--- src/rtl/pcpi_result_serializer_pkg.sv ---
// Shared types, defaults and the parity helper for the PCPI result serializer.
// RESULT_PARITY_EN (see top) decides whether nib_xor() is used.
package pcpi_ser_pkg;

    typedef enum logic {
        IDLE = 1'b0,
        SEND = 1'b1
    } state_t;

    localparam int NIB_W_DEF    = 4;
    localparam int DATA_W_DEF   = 32;
    localparam int NUM_NIB_DATA = DATA_W_DEF / NIB_W_DEF;

    // XOR of the lowest n nibbles of w; wide enough for any word up to 64 bits.
    function automatic logic [NIB_W_DEF-1:0] nib_xor(input logic [63:0] w, input int n);
        logic [NIB_W_DEF-1:0] acc;
        acc = '0;
        for (int i = 0; i < 64 / NIB_W_DEF; i++) begin
            if (i < n) acc ^= w[i*NIB_W_DEF +: NIB_W_DEF];
        end
        return acc;
    endfunction

endpackage

--- src/rtl/pcpi_result_serializer_if.sv ---
// Coprocessor-result input and host nibble bus of the result serializer.
interface pcpi_result_serializer_if #(
    parameter int DATA_W = 32,
    parameter int NIB_W  = 4
);
    logic              pcpi_ready;
    logic              pcpi_wr;
    logic [DATA_W-1:0] pcpi_rd;
    logic              out_ack;
    logic [NIB_W-1:0]  out_nib;
    logic              out_valid;
    logic              out_last;
    logic              busy;
    logic              overflow;

    // slave: the serializer itself; master: coprocessor plus host side
    modport slave (
        input  pcpi_ready, pcpi_wr, pcpi_rd, out_ack,
        output out_nib, out_valid, out_last, busy, overflow
    );
    modport master (
        output pcpi_ready, pcpi_wr, pcpi_rd, out_ack,
        input  out_nib, out_valid, out_last, busy, overflow
    );
endinterface

--- src/rtl/pcpi_result_serializer_nibble_ack_edge.sv ---
// Rising-edge detector on the (already synchronized) host acknowledge level.
module nibble_ack_edge (
    input  logic clk,
    input  logic rst_n,
    input  logic ack,
    output logic ack_rise
);
    logic ack_q;

    always_ff @(posedge clk) begin
        if (!rst_n) ack_q <= 1'b0;
        else        ack_q <= ack;
    end

    assign ack_rise = ack & ~ack_q;
endmodule

--- src/rtl/pcpi_result_serializer.sv ---
// Serializes each captured pcpi_rd result to the host one nibble per ack, LSB nibble first.
// Optional RESULT_PARITY_EN appends an XOR parity nibble to every word.
//
// state | meaning
// IDLE  | nothing to send, out_valid low
// SEND  | shreg low nibble is on out_nib, waiting for ack_rise
module pcpi_result_serializer
    import pcpi_ser_pkg::*;
#(
    parameter int DATA_W = DATA_W_DEF,
    parameter int NIB_W  = NIB_W_DEF
) (
    input logic                    clk,
    input logic                    rst_n,
    pcpi_result_serializer_if.slave bus
);
    localparam int DATA_NIB = DATA_W / NIB_W;
`ifdef RESULT_PARITY_EN
    localparam int NUM_NIB  = DATA_NIB + 1;
`else
    localparam int NUM_NIB  = DATA_NIB;
`endif
    localparam int SHREG_W  = NUM_NIB * NIB_W;
    localparam int CNT_W    = $clog2(NUM_NIB);

    state_t             state, state_nxt;
    logic [SHREG_W-1:0] shreg, shreg_nxt;
    logic [CNT_W-1:0]   cnt, cnt_nxt;
    logic [DATA_W-1:0]  pend, pend_nxt;
    logic               pend_v, pend_v_nxt;
    logic               overflow, overflow_nxt;
    logic               ack_rise, cap, at_last;

    // Parity is folded into the shift register at load time so the shift path stays uniform.
    function automatic logic [SHREG_W-1:0] load(input logic [DATA_W-1:0] w);
`ifdef RESULT_PARITY_EN
        return {NIB_W'(nib_xor(64'(w), DATA_NIB)), w};
`else
        return SHREG_W'(w);
`endif
    endfunction

    nibble_ack_edge u_ack_edge (
        .clk      (clk),
        .rst_n    (rst_n),
        .ack      (bus.out_ack),
        .ack_rise (ack_rise)
    );

    assign cap     = bus.pcpi_ready & bus.pcpi_wr;
    assign at_last = (cnt == CNT_W'(NUM_NIB - 1));

    always_ff @(posedge clk) begin
        if (!rst_n) begin
            state    <= IDLE;
            shreg    <= '0;
            cnt      <= '0;
            pend     <= '0;
            pend_v   <= 1'b0;
            overflow <= 1'b0;
        end else begin
            state    <= state_nxt;
            shreg    <= shreg_nxt;
            cnt      <= cnt_nxt;
            pend     <= pend_nxt;
            pend_v   <= pend_v_nxt;
            overflow <= overflow_nxt;
        end
    end

    always_comb begin
        state_nxt    = state;
        shreg_nxt    = shreg;
        cnt_nxt      = cnt;
        pend_nxt     = pend;
        pend_v_nxt   = pend_v;
        overflow_nxt = overflow;
        case (state)
            IDLE: begin
                if (cap) begin
                    shreg_nxt = load(bus.pcpi_rd);
                    cnt_nxt   = '0;
                    state_nxt = SEND;
                end
            end
            SEND: begin
                if (ack_rise && at_last) begin
                    cnt_nxt = '0;
                    if (pend_v) begin
                        // pend drains into shreg; a simultaneous capture refills pend without loss
                        shreg_nxt = load(pend);
                        if (cap) pend_nxt = bus.pcpi_rd;
                        else     pend_v_nxt = 1'b0;
                    end else if (cap) begin
                        shreg_nxt = load(bus.pcpi_rd);
                    end else begin
                        state_nxt = IDLE;
                    end
                end else begin
                    if (ack_rise) begin
                        shreg_nxt = shreg >> NIB_W;
                        cnt_nxt   = cnt + CNT_W'(1);
                    end
                    if (cap) begin
                        if (!pend_v) begin
                            pend_nxt   = bus.pcpi_rd;
                            pend_v_nxt = 1'b1;
                        end else begin
                            overflow_nxt = 1'b1;
                        end
                    end
                end
            end
            default: state_nxt = IDLE;
        endcase
    end

    always_comb begin
        bus.out_valid = (state == SEND);
        bus.out_nib   = (state == SEND) ? shreg[NIB_W-1:0] : '0;
        bus.out_last  = (state == SEND) && at_last;
        bus.busy      = (state == SEND) || pend_v;
        bus.overflow  = overflow;
    end
endmodule
--- src/flat_wrapper.sv ---
// flat-port wrapper written by rule: the top's interface ports become plain ports
module pcpi_result_serializer_flat import pcpi_ser_pkg::*;
#(
    parameter int DATA_W = DATA_W_DEF,
    parameter int NIB_W  = NIB_W_DEF
)
  (clk, rst_n, bus_pcpi_ready, bus_pcpi_wr, bus_pcpi_rd, bus_out_ack, bus_out_nib, bus_out_valid, bus_out_last, bus_busy, bus_overflow);
  pcpi_result_serializer_if #(.DATA_W(DATA_W), .NIB_W(NIB_W)) bus_i ();
  input logic clk;
  input logic rst_n;
  input wire logic [$bits(bus_i.pcpi_ready)-1:0] bus_pcpi_ready;
  input wire logic [$bits(bus_i.pcpi_wr)-1:0] bus_pcpi_wr;
  input wire logic [$bits(bus_i.pcpi_rd)-1:0] bus_pcpi_rd;
  input wire logic [$bits(bus_i.out_ack)-1:0] bus_out_ack;
  output wire logic [$bits(bus_i.out_nib)-1:0] bus_out_nib;
  output wire logic [$bits(bus_i.out_valid)-1:0] bus_out_valid;
  output wire logic [$bits(bus_i.out_last)-1:0] bus_out_last;
  output wire logic [$bits(bus_i.busy)-1:0] bus_busy;
  output wire logic [$bits(bus_i.overflow)-1:0] bus_overflow;
  assign bus_i.pcpi_ready = bus_pcpi_ready;
  assign bus_i.pcpi_wr = bus_pcpi_wr;
  assign bus_i.pcpi_rd = bus_pcpi_rd;
  assign bus_i.out_ack = bus_out_ack;
  assign bus_out_nib = bus_i.out_nib;
  assign bus_out_valid = bus_i.out_valid;
  assign bus_out_last = bus_i.out_last;
  assign bus_busy = bus_i.busy;
  assign bus_overflow = bus_i.overflow;
  pcpi_result_serializer #(.DATA_W(DATA_W), .NIB_W(NIB_W)) u_core (.clk(clk), .rst_n(rst_n), .bus(bus_i));
endmodule
--- config.mk ---
export PLATFORM = sky130hd
export DESIGN_NAME = pcpi_result_serializer_flat
export DESIGN_NICKNAME = d
export VERILOG_FILES = /design/src/rtl/pcpi_result_serializer_pkg.sv /design/src/rtl/pcpi_result_serializer_if.sv /design/src/rtl/pcpi_result_serializer_nibble_ack_edge.sv /design/src/rtl/pcpi_result_serializer.sv /design/src/flat_wrapper.sv
export SDC_FILE = /design/constraint.sdc
export NUM_CORES = 1
export LEC_CHECK = 0
export ABC_AREA = 1
export CAP_MARGIN = 40
export CORE_UTILIZATION = 40
export CTS_BUF_LIST = sky130_fd_sc_hd__clkbuf_4 sky130_fd_sc_hd__clkbuf_8
export DETAILED_ROUTE_END_ITERATION = 7
export PLACE_DENSITY = 0.73
export SETUP_SLACK_MARGIN = 0.2
export SLEW_MARGIN = 30
export SYNTH_ARGS = -nofsm -noshare
export SYNTH_HDL_FRONTEND = slang
export SYNTH_HIERARCHICAL = 1
export SYNTH_SLANG_ARGS = --single-unit
--- constraint.sdc ---
create_clock -name clk -period 1.6 [get_ports clk]
set_input_delay 0.32 -clock clk [delete_from_list [all_inputs] [get_ports clk]]
set_output_delay 0.32 -clock clk [all_outputs]
set_load 0.005 [all_outputs]
# Yosys cells after proc, flatten, opt, wreduce, memory -nomap -nowiden

Cells that the tools add are included.

Flip-flop bits (word level): 71
Bits of input ports: 37
Output and inout bits: 8
Word-level logic and storage cells: 49

Add/subtract/negate cells: 1
Equality and inequality tests: 6
Multiplexer cells: 22
Bitwise operators: 5
Reductions and logical operators: 8

Operators with widths:

| kind                  | number |
|---|---|
| $mux W32              | 9 |
| $pmux W32 S2          | 1 |
| $mux W3               | 3 |
| $mux W1               | 6 |
| $pmux W3 S2           | 1 |
| $reduce_and A5 Y1     | 1 |
| $mux W4               | 1 |
| $ne A2 B1 Y1 const B  | 2 |
| $ne A2 B2 Y1 const B  | 2 |
| $reduce_and A2 Y1     | 2 |
| $reduce_and A4 Y1     | 1 |
| $add A3 B1 Y3 const B | 1 |
| $eq A3 B3 Y1 const B  | 1 |
| $ne A3 B3 Y1 const B  | 1 |
| $not A1 Y1            | 3 |
| $and A1 B1 Y1         | 2 |
| $logic_and A1 B1 Y1   | 2 |
| $pmux W1 S2           | 1 |
| $reduce_bool A2 Y1    | 1 |
| $logic_or A1 B1 Y1    | 1 |

# Logic depth before layout (Yosys ltp)

Gate-level depths: netlist of the first run.

Depth after elaboration: 5
Depth in mapped cells: 10
Gate-level depth less buffers: 9

# By module

Netlist of the first run, hierarchy kept.

By module, submodules not included:

| module                 | instances | cells each | area an instance (µm²) | seq. area each (µm²) |
|---|---|---|---|---|
| pcpi_result_serializer | 1         | 764        | 4424.2                 | 1401.3 |
| nibble_ack_edge        | 1         | 5          | 37.5                   | 20.0 |

# Worst setup path before layout of the first run

No wires, ideal clock.

Kind: flip-flop to flip-flop
Start point: register u_core.cnt[0]
End point: register u_core.pend[0]
Setup time: 0.115 ns
Arrival time: 1.526 ns
Data required time: 1.485 ns
Slack: -0.041 ns
Cell stages (with the launch flop): 9
Buffers on the path: 1
Clock period less this slack: 1.641 ns
Cell sequence: dfxtp_1 > ha_1 > ha_1 > nand2_2 > xor2_2 > buf_2 > nand3_1 > nand2_1 > nor2_1

Longest elaborated chain between the ends: 4
Elaborated cells between the ends (all ways): 7
Classes of those cells: eq/ne (3); mux (1); reduce/logical (3)

RTL lines:

| element                                        | RTL line                     | text |
|---|---|---|
| start: declaration                             | pcpi_result_serializer.sv:28 | `logic [CNT_W-1:0] cnt, cnt_nxt;` |
| start signal: assignment                       | pcpi_result_serializer.sv:64 | `cnt <= cnt_nxt;` |
| $eq A3 B3 Y1 (*)                               | pcpi_result_serializer.sv:51 | `assign at_last = (cnt == CNT_W'(NUM_NIB - 1));` |
| $logic_and A1 B1 Y1 (*)                        | pcpi_result_serializer.sv:87 | `if (ack_rise && at_last) begin` |
| $ne A2 B1 Y1 (no line) (tied with other cells) | n/a                          |  |
| $reduce_and A5 Y1 (no line)                    | n/a                          |  |
| end signal: assignment                         | pcpi_result_serializer.sv:65 | `pend <= pend_nxt;` |
| end: declaration                               | pcpi_result_serializer.sv:29 | `logic [DATA_W-1:0] pend, pend_nxt;` |

Mark *: on every way between the ends. The rest lies on a longest branch, timed or not.
A chain may end at the register's enable or synchronous reset.

# Worst setup path after layout of the first run

Start point: register u_core.cnt[0]
End point: register u_core.pend[2]

The elaborated chain is that of the path after synthesis.

==> results.toml, run 1 <==
[outcome]
status = "complete, but fails checks"
failed_checks = "negative setup slack"

[critical_path]
cp_max_fo = 12
cp-end-kind = "flop"
criticalPathCategory = "reg2reg"
critPathLaunchType = "flop"
arrival_ns = 1.94
r2r_setup_slack_ns = -0.09
crit_required_ns = 1.85

[timing]
maxSlewViolCount = 0
setup_slack_ns = -0.0921
min_period_over_period = 1.06
clock_skew_ns = 0.0111
rsz0062_at_grt = "yes"
fin_crit_ns = 1.69
max_freq_mhz = 591
setup_viol = 53
final_hold_viol_count = 0
setup_tns_ns = -2.47
tightest_slew_ns = 0.462
fin_hold_ws_ns = 0.298
max-slew-margin-rel = 0.692

[synthesis]
ys_seq_elements = 71
synthMuxAreaShare = 0
yosys-top-cells-count = "204 x nand2_1, 124 x nand3_1, 122 x a21oi_1, 76 x inv_1"
yosys-top-cells-area = "dfxtp_1 32%, nand2_1 17%, nand3_1 14%, a21oi_1 14%, inv_1 6.4%"
synth_area_mm2 = 0.00446
syn_inst = 769
synthFlopType = "dfxtp_1"
synth_edf_count = 0
synthAdderAreaFrac = 0.00561
synth_warnings = 6
yosysMostFrequentCell = "nand2_1"
yosysTopAreaCell = "dfxtp_1"
yosysTopAreaCellShare = 0.319
syn_area_per_cell_um2 = 5.80
syn-num-nets = 808
ys_types = 17
seq_area_frac_synth = 0.319
async_flop_share = 0
synth_compound_area_frac = 0.176
synth_top_family_by_area = "simple AND/OR/NAND/NOR gates"
yosys.area_share.simple = 0.375
synth_xor_xnor_area_share = 0.00365

[floorplan]
die_h_um = 108
rows = 38
io_pins = 45
core_area_mm2 = 0.0108
initial_core_util = 0.412
die-area_mm2 = 0.0116
chipWidth_um = 108

[drt]
ant_nets = 0
vias_per_cell = 5.43
vias = 5238
drc_errors = 0
dr.pass1.iters = 5
wl_per_cell_um = 15.6
wirelength_mm = 15.1
drt_iter0_drc = 464

[placement]
portBuffers = 44
place_area_mm2 = 0.00522
finalWeightedCongestion = 0.813
hpwl_mm = 7.93

[global_routing]
grt_first_pass_wirelength_mm = 23.0
grt_max_degree = 57
grt.overflow.total = 0
grt_pass1_vias = 4659
antenna_found_initial = 0
grt_usage = 0.254

[cells_and_area]
post-route-cell-area_mm2 = 0.00630
synthToLayoutAreaGrowth_pct = 41.3
final_core_util = 0.581
nets = 858
drive_gt1_frac = 0.231
nFillCells = 991
n_antenna_cell = 0

[clocking]
cts_tree = "yes"
cts_buffers = 9
clk_latency_ns = 0.36
cts_htree_levels = 3
clock-sinks = 71
hold_buffers = 0
cts.clk_slew.worst_paths_ns = 0.08
ctsLongestPathBuffers = 2
cts_root_buffer = "clkbuf_8"

[job]
cap_violations = 0

[pwr]
fin_total_pwr_mw = 4.61
power_leakage_nw = 2.76
irDropWorstVdd_mv = 0.487
power_density_mw_per_mm2 = 731

[worst_hold_path]
hold_class = "in2reg"
path summary, 6_finish.rpt:
| path | from | to | cells past startpoint |
|---|---|---|---|
| max | u_core/cnt[0] | u_core/pend[2] | 10 |
| min | bus_out_ack | u_core/u_ack_edge/ack_q | 3 |
| max reg2reg | u_core/cnt[0] | u_core/pend[2] | 10 |
| min reg2reg | u_core/bus.overflow | u_core/bus.overflow | 2 |
sequential cells by signal (all words and copies together), names as in the netlist:
signal / flops
u_core/bus.out_valid: 1
u_core/pend: 32
u_core/bus.overflow: 1
u_core/shreg: 32
u_core/pend_v: 1
u_core/cnt: 3
u_core/u_ack_edge/ack_q: 1
placed cells by master (no fill, tap or decap), types with 22 or more instances in the layout:
master,instances
nand3_1,111
nand2_1,185
buf_4,22
a21oi_2,35
o21ai_2,22
nor2_1,69
inv_1,73
dfxtp_1,67
clkdlybuf4s50_1,33
a21oi_1,86
layout make-up:
type                       count  area (µm²)  share of cell area
tap                          140         175              0.0278
sequential                    71        1430               0.226
timing repair buffer         100        1190               0.189
inverter                      76         288              0.0457
multi-input combinational    561        2980               0.472
clock inverter                 6         108              0.0171
clock buffer                  10         138              0.0218
stage by stage:
step	cells	setup slack, ns
2_1_floorplan	769	0.160
3_3_place_gp	924	-0.358
3_5_place_dp	924	-0.368
4_1_cts	957	-0.0297
5_1_grt	964	-0.148
6_report	964	-0.0921
worst max-delay path, cell delays in order, from the launching register on:
cell	delay, ns
dfxtp_2	0.35
ha_4	0.16
ha_4	0.15
buf_6	0.13
nand2_8	0.07
xor2_4	0.20
buf_6	0.17
clkbuf_16	0.17
nand3_1	0.07
nand2_1	0.08
nor2_1	0.04
logic make-up after synthesis:
group	Yosys count
and+or+nand+nor	402
adders and majority gates	2
DFF	71
AOI/OAI and AO/OA	156
xor gates and xnor gates	1
buffers and inverters	137
routing by layer:
metal / vias up / GRT usage / share of wire
met4: 0 / 0.102 / 0.032
met1: 2374 / 0.335 / 0.42
met5: - / 0 / 0
li1: 2564 / - / -
met3: 43 / 0.0412 / 0.084
met2: 257 / 0.409 / 0.47
power by group:
part	switching, mW	internal, mW
Sequential	0.0509	1.84
Combinational	0.524	0.380
Clock	0.735	1.07
Total	1.31	3.30
repair_timing:
action / 4_1_cts / 5_1_grt
setup endpoints to repair: 75 / 76
hold endpoints to repair: 0 / 0
setup buffers: 13 / 3
pin swaps: 11 / 19
gates cloned: 4 / 4
gates resized for setup: 137 / 55
Note: power is estimated with default switching activity, not from simulation.
==> run 2, diff against run 1 <==
--- a/config.mk
+++ b/config.mk
@@ -7,10 +7,11 @@
 export LEC_CHECK = 0
 export ABC_AREA = 1
 export CAP_MARGIN = 40
-export CORE_UTILIZATION = 40
+export CORE_MARGIN = 4
+export CORE_UTILIZATION = 45
 export CTS_BUF_LIST = sky130_fd_sc_hd__clkbuf_4 sky130_fd_sc_hd__clkbuf_8
 export DETAILED_ROUTE_END_ITERATION = 7
-export PLACE_DENSITY = 0.73
+export PLACE_DENSITY = 0.79
 export SETUP_SLACK_MARGIN = 0.2
 export SLEW_MARGIN = 30
 export SYNTH_ARGS = -nofsm -noshare
==> run 2 against run 1 <==
The run still ends with negative setup slack left. Hold slack lost 0.096 ns. Via count grew 5.0%. Highest routed layer unchanged. First-iteration DRC count grew 25%. Power grew 3.7%. Cell area shrank 0.44%. Sequential cell count is the same. Largest power group is now clock. Sequential power is essentially flat. Core utilization grew 6.4 points. Critical path depth is the same. Critical path type unchanged. Cell count shrank 0.41%.
==> results.toml, run 2 (synthesis gave the netlist of run 1 again) <==
[critical_path]
slowest_delay_ns = 0.34
cp_common_cell = "ha_4"
cpMaxStageDelayCell = "dfxtp_2"
crit_required_ns = 1.85
criticalPathCategory = "reg2reg"
critical-path-top-delay-family = "buffers and inverters"
cp-end-kind = "flop"
arrival_ns = 1.99
critPathLaunchType = "flop"
crit_path_cell_trace = "ha_4 > ha_4 > buf_6 > nand2_8 > xor2_4 > buf_8 > buf_12 > nand3_1 > nand2_1 > nor2_1"
cp_max_fo = 8
critPathBufInv = 3

[cells_and_area]
reg.largest.list = "u_core/pend: 32 flops, u_core/shreg: 32 flops, u_core/cnt: 3 flops"
synthToLayoutAreaGrowth_pct = 40.7
post-route-cell-area_mm2 = 0.00628
final_common_cell = "nand2_1"
drive_gt1_frac = 0.198
mostFrequentLayoutCells = "191 x nand2_1, 107 x nand3_1, 94 x a21oi_1"
final_core_util = 0.645
nets = 861
n_antenna_cell = 0

[global_routing]
grt_usage = 0.261
grt_pass1_vias = 5057
grt_first_pass_wirelength_mm = 24.0
antenna_found_initial = 0
grt_max_degree = 66
grt.overflow.total = 0

[pwr]
power_leakage_nw = 2.75
fin_total_pwr_mw = 4.78
irDropWorstVdd_mv = 0.653
power_density_mw_per_mm2 = 761

[drt]
drt_iter0_drc = 578
vias_per_cell = 5.73
drc_errors = 0
wirelength_mm = 16.3
dr.pass1.iters = 6
drt-met1-wl_mm = 6.13
met3_length_mm = 1.51
wl_met2_mm = 8.21
top_layer_used = "met4"
vias = 5502
ant_nets = 0
wl_per_cell_um = 17.0

[clocking]
cts.clk_slew.worst_paths_ns = 0.07
cts_htree_levels = 3
ctsLongestPathBuffers = 2
clk_latency_ns = 0.37
cts_buffers = 9
cts_tree = "yes"
cts_root_buffer = "clkbuf_8"
clock-sinks = 71
hold_buffers = 0

[placement]
place_area_mm2 = 0.00523
finalWeightedCongestion = 0.816
dp_slack_ns = -0.325
hpwl_mm = 7.77
portBuffers = 44

[floorplan]
rows = 36
chipWidth_um = 108
die-area_mm2 = 0.0116
initial_core_util = 0.459
core_area_mm2 = 0.00973
io_pins = 45
die_h_um = 108

[timing]
max_freq_mhz = 574
fin_hold_ws_ns = 0.203
final_hold_viol_count = 0
clock_skew_ns = 0.0140
fin_crit_ns = 1.74
setup_viol = 52
rsz0062_at_grt = "yes"
min_period_over_period = 1.09
setup_slack_ns = -0.141
max-slew-margin-rel = 0.720
maxSlewViolCount = 0
tightest_slew_ns = 0.420

[outcome]
status = "complete, but fails checks"
failed_checks = "negative setup slack"

[job]
cap_violations = 0

[worst_hold_path]
hold_class = "in2reg"
run 2: changes by cell type in the layout (fill, tap and decap cells not counted), moves of 3 or more:
cell / previous run / this run
a21oi_1: 86 / 94
a21oi_2: 35 / 25
buf_8: 0 / 4
inv_1: 73 / 70
inv_2: 2 / 5
nand2_1: 185 / 191
nand2_2: 16 / 11
nand3_1: 111 / 107
nand3_2: 12 / 17
o21ai_0: 6 / 28
o21ai_2: 22 / 2
o21ai_4: 4 / 0
run 2: path summary, 6_finish.rpt:
kind	endpoint	cells past startpoint	start	slack [ns]
max	u_core/pend[18]	10	u_core/cnt[0]	-0.14
min	u_core/u_ack_edge/ack_q	3	bus_out_ack	0.20
max reg2reg	u_core/pend[18]	10	u_core/cnt[0]	-0.14
min reg2reg	u_core/bus.overflow	2	u_core/bus.overflow	0.49
run 2: timing repair:
action | 4_1_cts | 5_1_grt
setup buffers | 16 | 3
setup endpoints to repair | 75 | 75
resized for setup | 96 | 49
pin swaps | 7 | 19
endpoints found under the hold margin | 0 | 0
gates cloned | 7 | 3
run 2: area by class of cell:
type                            instances  area, µm²
Multi-Input combinational cell        561       2840
Tap cell                              133        166
Inverter                               76        288
Fill cell                             865       3450
Clock inverter                          6        133
Timing Repair Buffer                  103       1290
Clock buffer                           10        131
Sequential cell                        71       1430
run 2: where the power goes:
part	switching [mW]	internal [mW]	total, mW
logic	0.538	0.404	0.942
registers	0.0545	1.84	1.90
clock network	0.728	1.21	1.94
run 2: metal layers:
layer,track usage,vias to the layer above
met4,0.101,0
li1,-,2582
met1,0.319,2522
met5,0,-
met2,0.452,340
met3,0.0462,58
run 2: worst min-delay path, cell delays in order:
cell and delay (ns):
dlymetal6s2s_1 0.11, nand2_1 0.06, inv_1 0.04
run 2: through the flow:
stage	TNS (ns)	std cells
global route	-5.20	960
global placement	-17.39	915
detailed placement	-18.68	915
finish	-3.09	960
floorplan	0	769
CTS	-0.0777	954
==> run 3, diff against run 2 <==
--- a/config.mk
+++ b/config.mk
@@ -7,7 +7,7 @@
 export LEC_CHECK = 0
 export ABC_AREA = 1
 export CAP_MARGIN = 40
-export CORE_MARGIN = 4
+export CORE_MARGIN = 2
 export CORE_UTILIZATION = 45
 export CTS_BUF_LIST = sky130_fd_sc_hd__clkbuf_4 sky130_fd_sc_hd__clkbuf_8
 export DETAILED_ROUTE_END_ITERATION = 7
==> run 3 against run 2 <==
The run still ends with negative setup slack left. Core utilization up 0.26 points. Fmax down 0.18%. Critical path depth unchanged. Sequential power about the same. Combinational power up 3.4%. Register-to-register slack about the same. Sequential cell count unchanged. Clock-buffer cell count up 1.
==> results.toml, run 3 (synthesis gave the netlist of run 1 again) <==
[critical_path]
r2r_start = "u_core/cnt[0]"
r2r_setup_slack_ns = -0.14
critPathLaunchType = "flop"
cp-end-kind = "flop"
arrival_ns = 1.99
ff2ff_path_depth = 10
cp_max_fo = 9
criticalPathCategory = "reg2reg"
crit_required_ns = 1.84
r2r_end = "u_core/pend[8]"

[pwr]
power_leakage_nw = 2.79
p_seq_frac = 0.460
p_switching_mw = 1.28
pwr-share-clk = 0.305
sw_frac_of_total = 0.310
internal-power_mw = 2.85
irDropWorstVdd_mv = 0.344
power_density_mw_per_mm2 = 659
power_frac_comb = 0.236

[global_routing]
grt_first_pass_wirelength_mm = 25.2
grt.overflow.total = 0
grt_usage = 0.286
antenna_found_initial = 0
grt_pass1_vias = 5218
grt_max_degree = 57

[worst_hold_path]
min_from = "bus_out_ack"
hold_class = "in2reg"
hold_path_depth = 3
min_to = "u_core/u_ack_edge/ack_q"

[cells_and_area]
layoutNonFillerInstCount = 964
synthToLayoutAreaGrowth_pct = 40.6
mostFrequentLayoutCells = "191 x nand2_1, 115 x nand3_1, 90 x a21oi_1"
nets = 868
seq_area_mm2 = 0.00143
n_antenna_cell = 0
drive_gt1_frac = 0.203
nFillCells = 792
final_common_cell = "nand2_1"
post-route-cell-area_mm2 = 0.00627
reg.largest.list = "u_core/pend: 32 flops, u_core/shreg: 32 flops, u_core/cnt: 3 flops"
multiInputGateArea_mm2 = 0.00288

[drt]
wirelength_mm = 16.6
wl_per_cell_um = 17.2
drc_errors = 0
dr.pass1.iters = 6
vias_per_cell = 5.88
drt_iter0_drc = 707
vias = 5672
ant_nets = 0

[outcome]
failed_checks = "negative setup slack"
status = "complete, but fails checks"

[timing]
min_period_over_period = 1.09
setup_slack_ns = -0.144
setup_viol = 62
max-slew-margin-rel = 0.716
final_hold_viol_count = 0
max_freq_mhz = 573
setup_tns_ns = -4.93
tightest_slew_ns = 0.426
clock_skew_ns = 0.0115
fin_crit_ns = 1.74
maxSlewViolCount = 0
rsz0062_at_grt = "yes"

[clocking]
cts.clk_slew.worst_paths_ns = 0.08
ctsLongestPathBuffers = 2
clk_latency_ns = 0.36
clock-sinks = 71
cts_tree = "yes"
cts_htree_levels = 3
cts_buffers = 9
cts_root_buffer = "clkbuf_8"
hold_buffers = 0

[floorplan]
io_pins = 45
die_h_um = 104
initial_core_util = 0.461
rows = 36
core_area_mm2 = 0.00968
chipWidth_um = 104
die-area_mm2 = 0.0107

[placement]
portBuffers = 44
dp_slack_ns = -0.399
hpwl_mm = 8.42
place_area_mm2 = 0.00522
finalWeightedCongestion = 0.844
dp_cells = 919

[job]
cap_violations = 0
## run 3: cell count changes in the layout (fill, tap and decap cells not counted), moves of 3 or more
cell,delta
nand3_2,-9
o21ai_0,-12
o21ai_2,+9
nand2_2,-3
bufinv_16,-4
buf_4,+7
a21oi_2,+4
nand3_1,+8
a21oi_1,-4
## run 3: final cells by class
class / count / share of cell area
clock inverters: 2 / 0.00160
inverters: 76 / 0.0459
well taps: 133 / 0.0265
multi-input cells: 561 / 0.460
repair buffers: 110 / 0.215
flip-flops and latches: 71 / 0.228
clock buffers: 11 / 0.0231
## run 3: how the worst max path moves through the flow
stage	start	to	cells past startpoint
6_report	u_core/cnt[0]	u_core/pend[8]	10
5_1_grt	u_core/cnt[1]	u_core/shreg[4]	11
4_1_cts	u_core/cnt[1]	u_core/pend[13]	11
3_5_place_dp	bus_out_ack	u_core/pend[29]	9
3_3_place_gp	bus_out_ack	u_core/pend[30]	9
2_1_floorplan	u_core/cnt[1]	u_core/pend[0]	8
## run 3: power by group through the flow
stage               registers, mW  clock network (mW)  logic [mW]
floorplan                    1.92                   0       0.478
global placement             1.92                   0       0.729
detailed placement           1.93                   0       0.747
CTS                          1.89                1.25       0.862
global route                 1.91                1.34        1.05
finish                       1.90                1.26       0.974
## run 3: worst max-delay path, stage by stage, from the launching register on
cell and delay, ns:
dfxtp_4 0.36, ha_4 0.16, ha_4 0.15, buf_6 0.12, nand2_8 0.07, xor2_4 0.21
buf_12 0.18, buf_12 0.14, nand3_1 0.10, nand2_1 0.08, nor2_1 0.04
## run 3: per-layer routing
layer / up-vias / track usage / routed length, µm
met4: 0 / 0.144 / 887
li1: 2595 / - / -
met3: 93 / 0.0403 / 1780
met2: 421 / 0.480 / 7810
met5: - / 0 / 0
met1: 2563 / 0.359 / 6150
## run 3: metrics by stage
step / utilization / power [mW] / hold WS (ns)
after CTS: 0.613 / 4.01 / 0.480
after global placement: 0.539 / 2.65 / 0.460
after global routing: 0.648 / 4.30 / 0.242
final: 0.648 / 4.13 / 0.204
after floorplan: - / 2.40 / 0.413
after detailed placement: 0.539 / 2.68 / 0.469
## run 3: what timing repair did
| action | in CTS | in global routing |
|---|---|---|
| buffers inserted | 17 | 5 |
| hold endpoints to repair | 0 | 0 |
| setup endpoints to repair | 76 | 77 |
| pin swaps | 17 | 15 |
| cloned | 7 | 3 |
| gates resized for setup | 94 | 65 |
